### src/rtl/merge_words_pkg.sv
// Shared constants, output-register state encoding and width helper for the
// merge_words byte-to-word assembler.
package merge_pkg;

  localparam int unsigned BYTE_W_DEF = 8;
  localparam int unsigned NBYTES_DEF = 4;

  typedef enum logic {
    ST_EMPTY = 1'b0,
    ST_FULL  = 1'b1
  } out_state_e;

  // Width needed to count 0..n-1, never narrower than one bit.
  function automatic int unsigned cnt_width(input int unsigned n);
    return (n <= 2) ? 1 : $clog2(n);
  endfunction

endpackage

### src/rtl/merge_words_if.sv
// Byte-in / word-out stream bundle for merge_words; the assembler uses the
// slave view, the byte source and word sink together use the master view.
interface merge_words_if
  import merge_pkg::*;
#(
  parameter int unsigned BYTE_W = BYTE_W_DEF,
  parameter int unsigned NBYTES = NBYTES_DEF
);

  logic [BYTE_W-1:0]        byte_i;
  logic                     byte_valid_i;
  logic                     resync_i;
  logic [NBYTES*BYTE_W-1:0] word_o;
  logic                     word_valid_o;
  logic                     word_ready_i;

  modport master (
    output byte_i, byte_valid_i, resync_i, word_ready_i,
    input  word_o, word_valid_o
  );

  modport slave (
    input  byte_i, byte_valid_i, resync_i, word_ready_i,
    output word_o, word_valid_o
  );

endinterface

### src/rtl/merge_gap_timer.sv
// Inter-byte gap counter for merge_words, only built with MERGE_TIMEOUT_EN.
// done is high during the cycle in which the gap reaches TIMEOUT_CYC.
module merge_gap_timer
  import merge_pkg::*;
#(
  parameter int unsigned TIMEOUT_CYC = 1024
) (
  input  logic clk,
  input  logic rst,
  input  logic clr,
  input  logic run,
  output logic done
);

  localparam int unsigned GAP_W = cnt_width(TIMEOUT_CYC);
  localparam logic [GAP_W-1:0] LAST_GAP = GAP_W'(TIMEOUT_CYC - 1);

  logic [GAP_W-1:0] gap_q, gap_d;

  always_comb begin
    gap_d = gap_q;
    if (clr || !run) begin
      gap_d = '0;
    end else if (gap_q != LAST_GAP) begin
      gap_d = gap_q + GAP_W'(1);
    end
  end

  assign done = run && !clr && (gap_q == LAST_GAP);

  always_ff @(posedge clk) begin
    if (!rst) begin
      gap_q <= '0;
    end else begin
      gap_q <= gap_d;
    end
  end

endmodule

### src/rtl/merge_words.sv
// Packs the UART byte stream into NBYTES-wide words behind a one-entry holding
// register. Define MERGE_TIMEOUT_EN to abort partial words after an idle gap.
module merge_words
  import merge_pkg::*;
#(
  parameter int unsigned BYTE_W      = BYTE_W_DEF,
  parameter int unsigned NBYTES      = NBYTES_DEF,
  parameter bit          MSB_FIRST   = 1'b1,
  parameter int unsigned TIMEOUT_CYC = 1024,
  parameter int unsigned DROP_W      = 8
) (
  input  logic                          clk,
  input  logic                          rst,
  merge_words_if.slave                  bus,
  output logic [cnt_width(NBYTES)-1:0]  byte_cnt_o,
  output logic                          overflow_o,
  output logic [DROP_W-1:0]             drop_cnt_o,
  output logic                          timeout_o
);

  localparam int unsigned WORD_W = NBYTES * BYTE_W;
  localparam int unsigned CNT_W  = cnt_width(NBYTES);
  localparam logic [CNT_W-1:0] LAST_CNT = CNT_W'(NBYTES - 1);

  if (NBYTES < 2 || NBYTES > 8 || TIMEOUT_CYC < 2) begin : g_bad_param
    $error("merge_words: NBYTES must be 2..8 and TIMEOUT_CYC at least 2");
  end

  out_state_e        state_q, state_d;
  logic [WORD_W-1:0] word_q, word_d;
  logic [WORD_W-1:0] asm_q, asm_d;
  logic [CNT_W-1:0]  cnt_q, cnt_d;
  logic              overflow_q, overflow_d;
  logic [DROP_W-1:0] drop_q, drop_d;
  logic [WORD_W-1:0] base_asm, merged;
  logic [CNT_W-1:0]  base_cnt;
  logic              pop, complete, timeout_d;

  // Bytes are treated as raw bits; signed samples pass through untouched.
  always_comb begin
    base_asm = bus.resync_i ? '0 : asm_q;
    base_cnt = bus.resync_i ? '0 : cnt_q;
    if (MSB_FIRST) begin
      merged = (base_asm << BYTE_W) | WORD_W'(bus.byte_i);
    end else begin
      merged = (base_asm >> BYTE_W) | (WORD_W'(bus.byte_i) << (WORD_W - BYTE_W));
    end
    complete = bus.byte_valid_i && (base_cnt == LAST_CNT);
    pop      = (state_q == ST_FULL) && bus.word_ready_i;
  end

`ifdef MERGE_TIMEOUT_EN
  logic gap_done;
  logic timeout_q;

  merge_gap_timer #(
    .TIMEOUT_CYC (TIMEOUT_CYC)
  ) u_gap_timer (
    .clk  (clk),
    .rst  (rst),
    .clr  (bus.byte_valid_i | bus.resync_i),
    .run  (cnt_q != '0),
    .done (gap_done)
  );

  // An arriving byte or resync in the expiry cycle takes priority over the abort.
  assign timeout_d = gap_done && !bus.byte_valid_i && !bus.resync_i;

  always_ff @(posedge clk) begin
    if (!rst) begin
      timeout_q <= 1'b0;
    end else begin
      timeout_q <= timeout_d;
    end
  end

  assign timeout_o = timeout_q;
`else
  assign timeout_d = 1'b0;
  assign timeout_o = 1'b0;
`endif

  always_comb begin
    state_d    = state_q;
    word_d     = word_q;
    asm_d      = asm_q;
    cnt_d      = cnt_q;
    overflow_d = overflow_q;
    drop_d     = drop_q;

    if (bus.byte_valid_i) begin
      if (complete) begin
        asm_d = '0;
        cnt_d = '0;
      end else begin
        asm_d = merged;
        cnt_d = base_cnt + CNT_W'(1);
      end
    end else if (bus.resync_i || timeout_d) begin
      asm_d = '0;
      cnt_d = '0;
    end

    // A completion while the held word is not being consumed loses the new word.
    case (state_q)
      ST_EMPTY: begin
        if (complete) begin
          state_d = ST_FULL;
          word_d  = merged;
        end
      end
      ST_FULL: begin
        if (complete && pop) begin
          word_d = merged;
        end else if (complete) begin
          overflow_d = 1'b1;
          if (drop_q != '1) begin
            drop_d = drop_q + DROP_W'(1);
          end
        end else if (pop) begin
          state_d = ST_EMPTY;
        end
      end
      default: state_d = ST_EMPTY;
    endcase
  end

  always_ff @(posedge clk) begin
    if (!rst) begin
      state_q    <= ST_EMPTY;
      word_q     <= '0;
      asm_q      <= '0;
      cnt_q      <= '0;
      overflow_q <= 1'b0;
      drop_q     <= '0;
    end else begin
      state_q    <= state_d;
      word_q     <= word_d;
      asm_q      <= asm_d;
      cnt_q      <= cnt_d;
      overflow_q <= overflow_d;
      drop_q     <= drop_d;
    end
  end

  assign bus.word_o       = word_q;
  assign bus.word_valid_o = (state_q == ST_FULL);
  assign byte_cnt_o       = cnt_q;
  assign overflow_o       = overflow_q;
  assign drop_cnt_o       = drop_q;

endmodule

### src/flat_wrapper.sv
// flat-port wrapper written by rule: the top's interface ports become plain ports
module merge_words_flat import merge_pkg::*;
#(
  parameter int unsigned BYTE_W      = BYTE_W_DEF,
  parameter int unsigned NBYTES      = NBYTES_DEF,
  parameter bit          MSB_FIRST   = 1'b1,
  parameter int unsigned TIMEOUT_CYC = 1024,
  parameter int unsigned DROP_W      = 8
)
  (clk, rst, byte_cnt_o, overflow_o, drop_cnt_o, timeout_o, bus_byte_i, bus_byte_valid_i, bus_resync_i, bus_word_ready_i, bus_word_o, bus_word_valid_o);
  merge_words_if #(.BYTE_W(BYTE_W), .NBYTES(NBYTES)) bus_i ();
  input  logic clk;
  input  logic rst;
  output logic [cnt_width(NBYTES)-1:0] byte_cnt_o;
  output logic overflow_o;
  output logic [DROP_W-1:0] drop_cnt_o;
  output logic timeout_o;
  input wire logic [$bits(bus_i.byte_i)-1:0] bus_byte_i;
  input wire logic [$bits(bus_i.byte_valid_i)-1:0] bus_byte_valid_i;
  input wire logic [$bits(bus_i.resync_i)-1:0] bus_resync_i;
  input wire logic [$bits(bus_i.word_ready_i)-1:0] bus_word_ready_i;
  output wire logic [$bits(bus_i.word_o)-1:0] bus_word_o;
  output wire logic [$bits(bus_i.word_valid_o)-1:0] bus_word_valid_o;
  assign bus_i.byte_i = bus_byte_i;
  assign bus_i.byte_valid_i = bus_byte_valid_i;
  assign bus_i.resync_i = bus_resync_i;
  assign bus_i.word_ready_i = bus_word_ready_i;
  assign bus_word_o = bus_i.word_o;
  assign bus_word_valid_o = bus_i.word_valid_o;
  merge_words #(.BYTE_W(BYTE_W), .NBYTES(NBYTES), .MSB_FIRST(MSB_FIRST), .TIMEOUT_CYC(TIMEOUT_CYC), .DROP_W(DROP_W)) u_core (.clk(clk), .rst(rst), .bus(bus_i), .byte_cnt_o(byte_cnt_o), .overflow_o(overflow_o), .drop_cnt_o(drop_cnt_o), .timeout_o(timeout_o));
endmodule
### config.mk
export PLATFORM = sky130hd
export DESIGN_NAME = merge_words_flat
export DESIGN_NICKNAME = d
export VERILOG_FILES = /design/src/rtl/merge_words_pkg.sv /design/src/rtl/merge_words_if.sv /design/src/rtl/merge_gap_timer.sv /design/src/rtl/merge_words.sv /design/src/flat_wrapper.sv
export SDC_FILE = /design/constraint.sdc
export NUM_CORES = 1
export LEC_CHECK = 0
export ABC_AREA = 0
export BUFFER_PORTS_ARGS = -buffer_cell sky130_fd_sc_hd__buf_2
export CORE_MARGIN = 2
export CORE_UTILIZATION = 50
export CTS_BUF_LIST = sky130_fd_sc_hd__clkbuf_2 sky130_fd_sc_hd__clkbuf_4 sky130_fd_sc_hd__clkbuf_8
export CTS_CLUSTER_DIAMETER = 60
export DETAILED_ROUTE_END_ITERATION = 6
export PLACE_DENSITY = 0.77
export SLEW_MARGIN = 20
export SYNTH_ARGS = -nofsm -noshare
export SYNTH_HDL_FRONTEND = slang
export SYNTH_HIERARCHICAL = 1
export SYNTH_SLANG_ARGS = --single-unit
### constraint.sdc
create_clock -name clk -period 1.9 [get_ports clk]
set_input_delay 0.095 -clock clk [delete_from_list [all_inputs] [get_ports clk]]
set_output_delay 0.095 -clock clk [all_outputs]
set_load 0.05 [all_outputs]
==> flow_summary_export.csv <==
group,metric,value,unit
run_status,status,"finished, final reports clean",
timing,tns,0,ps
worst_setup_path,endpoint_kind,"flip-flop",
place,port-buffer-count,56,
drt,drtPass1Iterations,4,
power,power,2.766,mW
run,maxCapViolCount,0,
grt,grt_first_pass_wirelength,9508,µm
layout,fin_area,3247,µm²
worst_setup_path,crit_type,"flip-flop to flip-flop",
place,placed_area,2977,µm²
clock_tree,clk_latency,340,ps
layout,syn_to_final_growth,24.70,%
timing,relSlewSlack,61.26,%
yosys,yosys_warnings,6,
place,gp_congestion,0.7616,
drt,via_per_inst,5.245,
drt,post-route-drc-count,0,
floorplan,start_util,51.31,%
floorplan,fp.coreArea,5075,µm²
power,vdd_drop_max,0.6763,mV
layout,finish.utilization,63.98,%
worst_setup_path,required,2170,ps
worst_setup_path,max_stage_delay,490,ps
worst_setup_path,path_buf_inv,0,
timing,slew_violations,0,
clock_tree,tritoncts,"yes",
timing,hold_violations,0,
worst_hold_path,holdPathEnd,"u_core/asm_q[7]$_SDFF_PN0_",
yosys,ys_seq_area_share,52.28,%
worst_setup_path,r2r-start,"u_core/byte_cnt_o[1]$_SDFF_PN0_",
grt,grt_max_degree,44,
timing,layout_min_cycle_time,1798,ps
worst_hold_path,hp-class,"input port to flip-flop",
yosys,synth_fp_nets,313,
worst_setup_path,cp_data_arrival_time,2070,ps
drt,wl_per_cell,13.52,µm
floorplan,die_area,5800,µm²
floorplan,num_rows,26,
grt,grt_pass1_vias,2092,
layout,nNetsFinal,376,
power,seqPwrFrac,52.4,%
power,power.share.combinational,5.0,%
yosys,yosys.area.top_type,"dfxtp_1",
yosys,synthesis.area,2604,µm²
clock_tree,cts_sinks,68,
worst_setup_path,path_cells,"nor2b_2 > ha_1 > and4b_4 > o21ai_2 > or4_1 > a21oi_1",
place,place_hpwl,3883,µm
power,p_switching,653.8,µW
worst_hold_path,min-delay-start,"bus_byte_i[7]",
yosys,synth_top_area_share,52.28,%
timing,tightest_slew,581.1,ps
grt,grt_antenna_before_repair,0,
worst_hold_path,whs_path_depth,3,
drt,final_antenna_net_count,0,
clock_tree,cts_htree_levels,3,
timing,finalClockSkew,5.046,ps
grt,grt_util_met3,4.976,%
worst_setup_path,reg2reg_to,"u_core/drop_cnt_o[5]$_SDFFE_PN0P_",
power,swShare,23.63,%
worst_setup_path,r2r.worst_path.cells,6,
yosys,ys_ff_latch,68,
timing,post-route-period-util,94.65,%
layout,drive_gt1_share,24.86,%
grt,grt_usage,20.60,%
yosys,synth_area_leaders,"dfxtp_1 (52%), a21oi_1 (7.3%), nand3b_1 (6.9%)",
power,power.leakage,1.266,nW
layout,antenna_cells,0,
clock_tree,cts_buffer_depth,2,
timing,rsz0062_at_grt,"false",
timing,fmax,556.1,MHz
yosys,synthArstFlopShare,0,%
yosys,synth_cell_type_count,33,
floorplan,die_x,76.16,µm
worst_setup_path,critPathTopFamily,"simple AND/OR/NAND/NOR gates",
power,p_int,2.113,mW
floorplan,ios,58,
grt,gr-total-overflow,0,
grt,use_met2,34.11,%
worst_setup_path,cp_max_fo,8,
drt,wirelength,5893,µm
yosys,ys.flop_type,"dfxtp_1",
power,clockPowerShare,42.6,%
grt,top_usage_layer,"met2",
clock_tree,clockRootBuffer,"clkbuf_8",
timing,setup_violations,0,
clock_tree,cts_buffers,9,
yosys,syn_area_per_cell,8.737,µm²
worst_setup_path,r2r_slack,100,ps
grt,use_met1,25.32,%
yosys,synth_edf_count,0,
worst_setup_path,critical_path.slowest_cell,"or4_1",
power,powerDensity,852.0,nW/µm²
clock_tree,path_clk_slew,80,ps
timing,fin_hold_ws,19.99,ps
yosys,syn-instance-count,298,
drt,vias,2287,
floorplan,die_h,76.16,µm
drt,drtIter0Drc,112,
worst_setup_path,crit_path_start_kind,"flip-flop",
## state kept, by name, summed over array words and instances (netlist names)
register / count
u_core/byte_cnt_o: 2
u_core/bus.word_o: 32
u_core/bus.word_valid_o: 1
u_core/asm_q: 24
u_core/overflow_o: 1
u_core/drop_cnt_o: 8
## layer usage
metal  up-vias  share of wire (%)
li1       1150                  -
met3         7                3.8
met2        53                 49
met1      1077                 46
met5         -                  0
met4         0                1.2
## cell families (layout without fill, tap and decap cells)
family                   Yosys count  after routing  synth area share [%]
AND/OR/NAND/NOR                  126            126                 24.70
AO/OA/AOI/OAI                     69             69                 15.76
flip-flops                        68             68                 52.28
other                              1              1                0.1440
adder cells (fa/ha/maj)            2              2                0.9609
multiplexers                       1              1                0.3844
buffers and inverters             28             96                 4.757
XOR/XNOR                           3              3                 1.009
## cells in the final DEF, fill, tap and decap left out, drive strengths merged, types with 2 or more instances in the layout
cell	n
clkinv	5
or4	2
o21ai	3
nand2	44
xor2	2
nand4	2
clkbuf	10
a22oi	16
nor3b	8
buf	68
a31oi	8
dfxtp	68
a21oi	38
dlygate4sd3	7
nand2b	2
ha	2
nor2b	3
clkinvlp	2
inv	3
nand3b	24
or3	2
nand3	4
nor2	32
o31ai	2
## worst max-delay path by stage
| stage | startpoint | end | slack [ps] | depth (start not counted) |
|---|---|---|---|---|
| detailed placement | u_core/byte_cnt_o[0]$_SDFF_PN0_ | u_core/drop_cnt_o[7]$_SDFFE_PN0P_ | 60 | 6 |
| global placement | u_core/byte_cnt_o[0]$_SDFF_PN0_ | u_core/drop_cnt_o[7]$_SDFFE_PN0P_ | 180 | 6 |
| CTS | u_core/byte_cnt_o[0]$_SDFF_PN0_ | u_core/drop_cnt_o[5]$_SDFFE_PN0P_ | 60 | 6 |
| finish | u_core/byte_cnt_o[1]$_SDFF_PN0_ | u_core/drop_cnt_o[5]$_SDFFE_PN0P_ | 100 | 6 |
| global route | u_core/byte_cnt_o[1]$_SDFF_PN0_ | u_core/drop_cnt_o[5]$_SDFFE_PN0P_ | 2 | 6 |
| floorplan | u_core/byte_cnt_o[1]$_SDFF_PN0_ | u_core/drop_cnt_o[3]$_SDFFE_PN0P_ | 20 | 7 |
## per-stage QoR
step                instances  worst slack [ps]
floorplan                 298             23.11
global placement          413             181.0
detailed placement        413             62.12
CTS                       436             55.50
global route              436             1.743
finish                    436             101.7
## area by class of cell
class,instances,area (µm²)
fillers,437,1828
clock inverters,6,63.81
well taps,70,87.58
repair buffers,75,452.9
multi-input cells,202,1126
inverters,5,18.77
clock buffers,10,131.4
flip-flops and latches,68,1366
## worst register-to-register path, stage by stage (launching register included)
cell     delay [ps]
dfxtp_2         340
nor2b_2         180
ha_1            180
and4b_4         260
o21ai_2         120
or4_1           490
a21oi_1         150
## power groups by stage
stage | logic (mW) | registers, mW | clock network, mW
6_report | 0.139 | 1.45 | 1.18
5_1_grt | 0.151 | 1.45 | 1.26
3_5_place_dp | 0.126 | 1.48 | 0
2_1_floorplan | 0.0790 | 1.49 | 0
3_3_place_gp | 0.124 | 1.48 | 0
4_1_cts | 0.137 | 1.45 | 1.20
## synthesized netlist by cell type, types with 2 or more instances
library cell  instances
a21oi_1              38
a22oi_1              16
a31oi_1               8
buf_2                 6
clkbuf_1             15
clkinv_1              3
dfxtp_1              68
ha_1                  2
inv_1                 2
nand2_1              44
nand2b_1              2
nand3_1               4
nand3b_1             24
nand4_1               2
nor2_1               32
nor2b_1               3
nor3b_1               8
o21ai_0               2
o31ai_1               2
or3_1                 2
or4_1                 2
xor2_1                2
## timing repair
action	4_1_cts	5_1_grt
setup buffers	0	0
resized for setup	0	2
hold endpoints to repair	10	0
hold buffers	7	0
endpoints found under the setup margin	0	3
(Power assumes the default switching activity.)
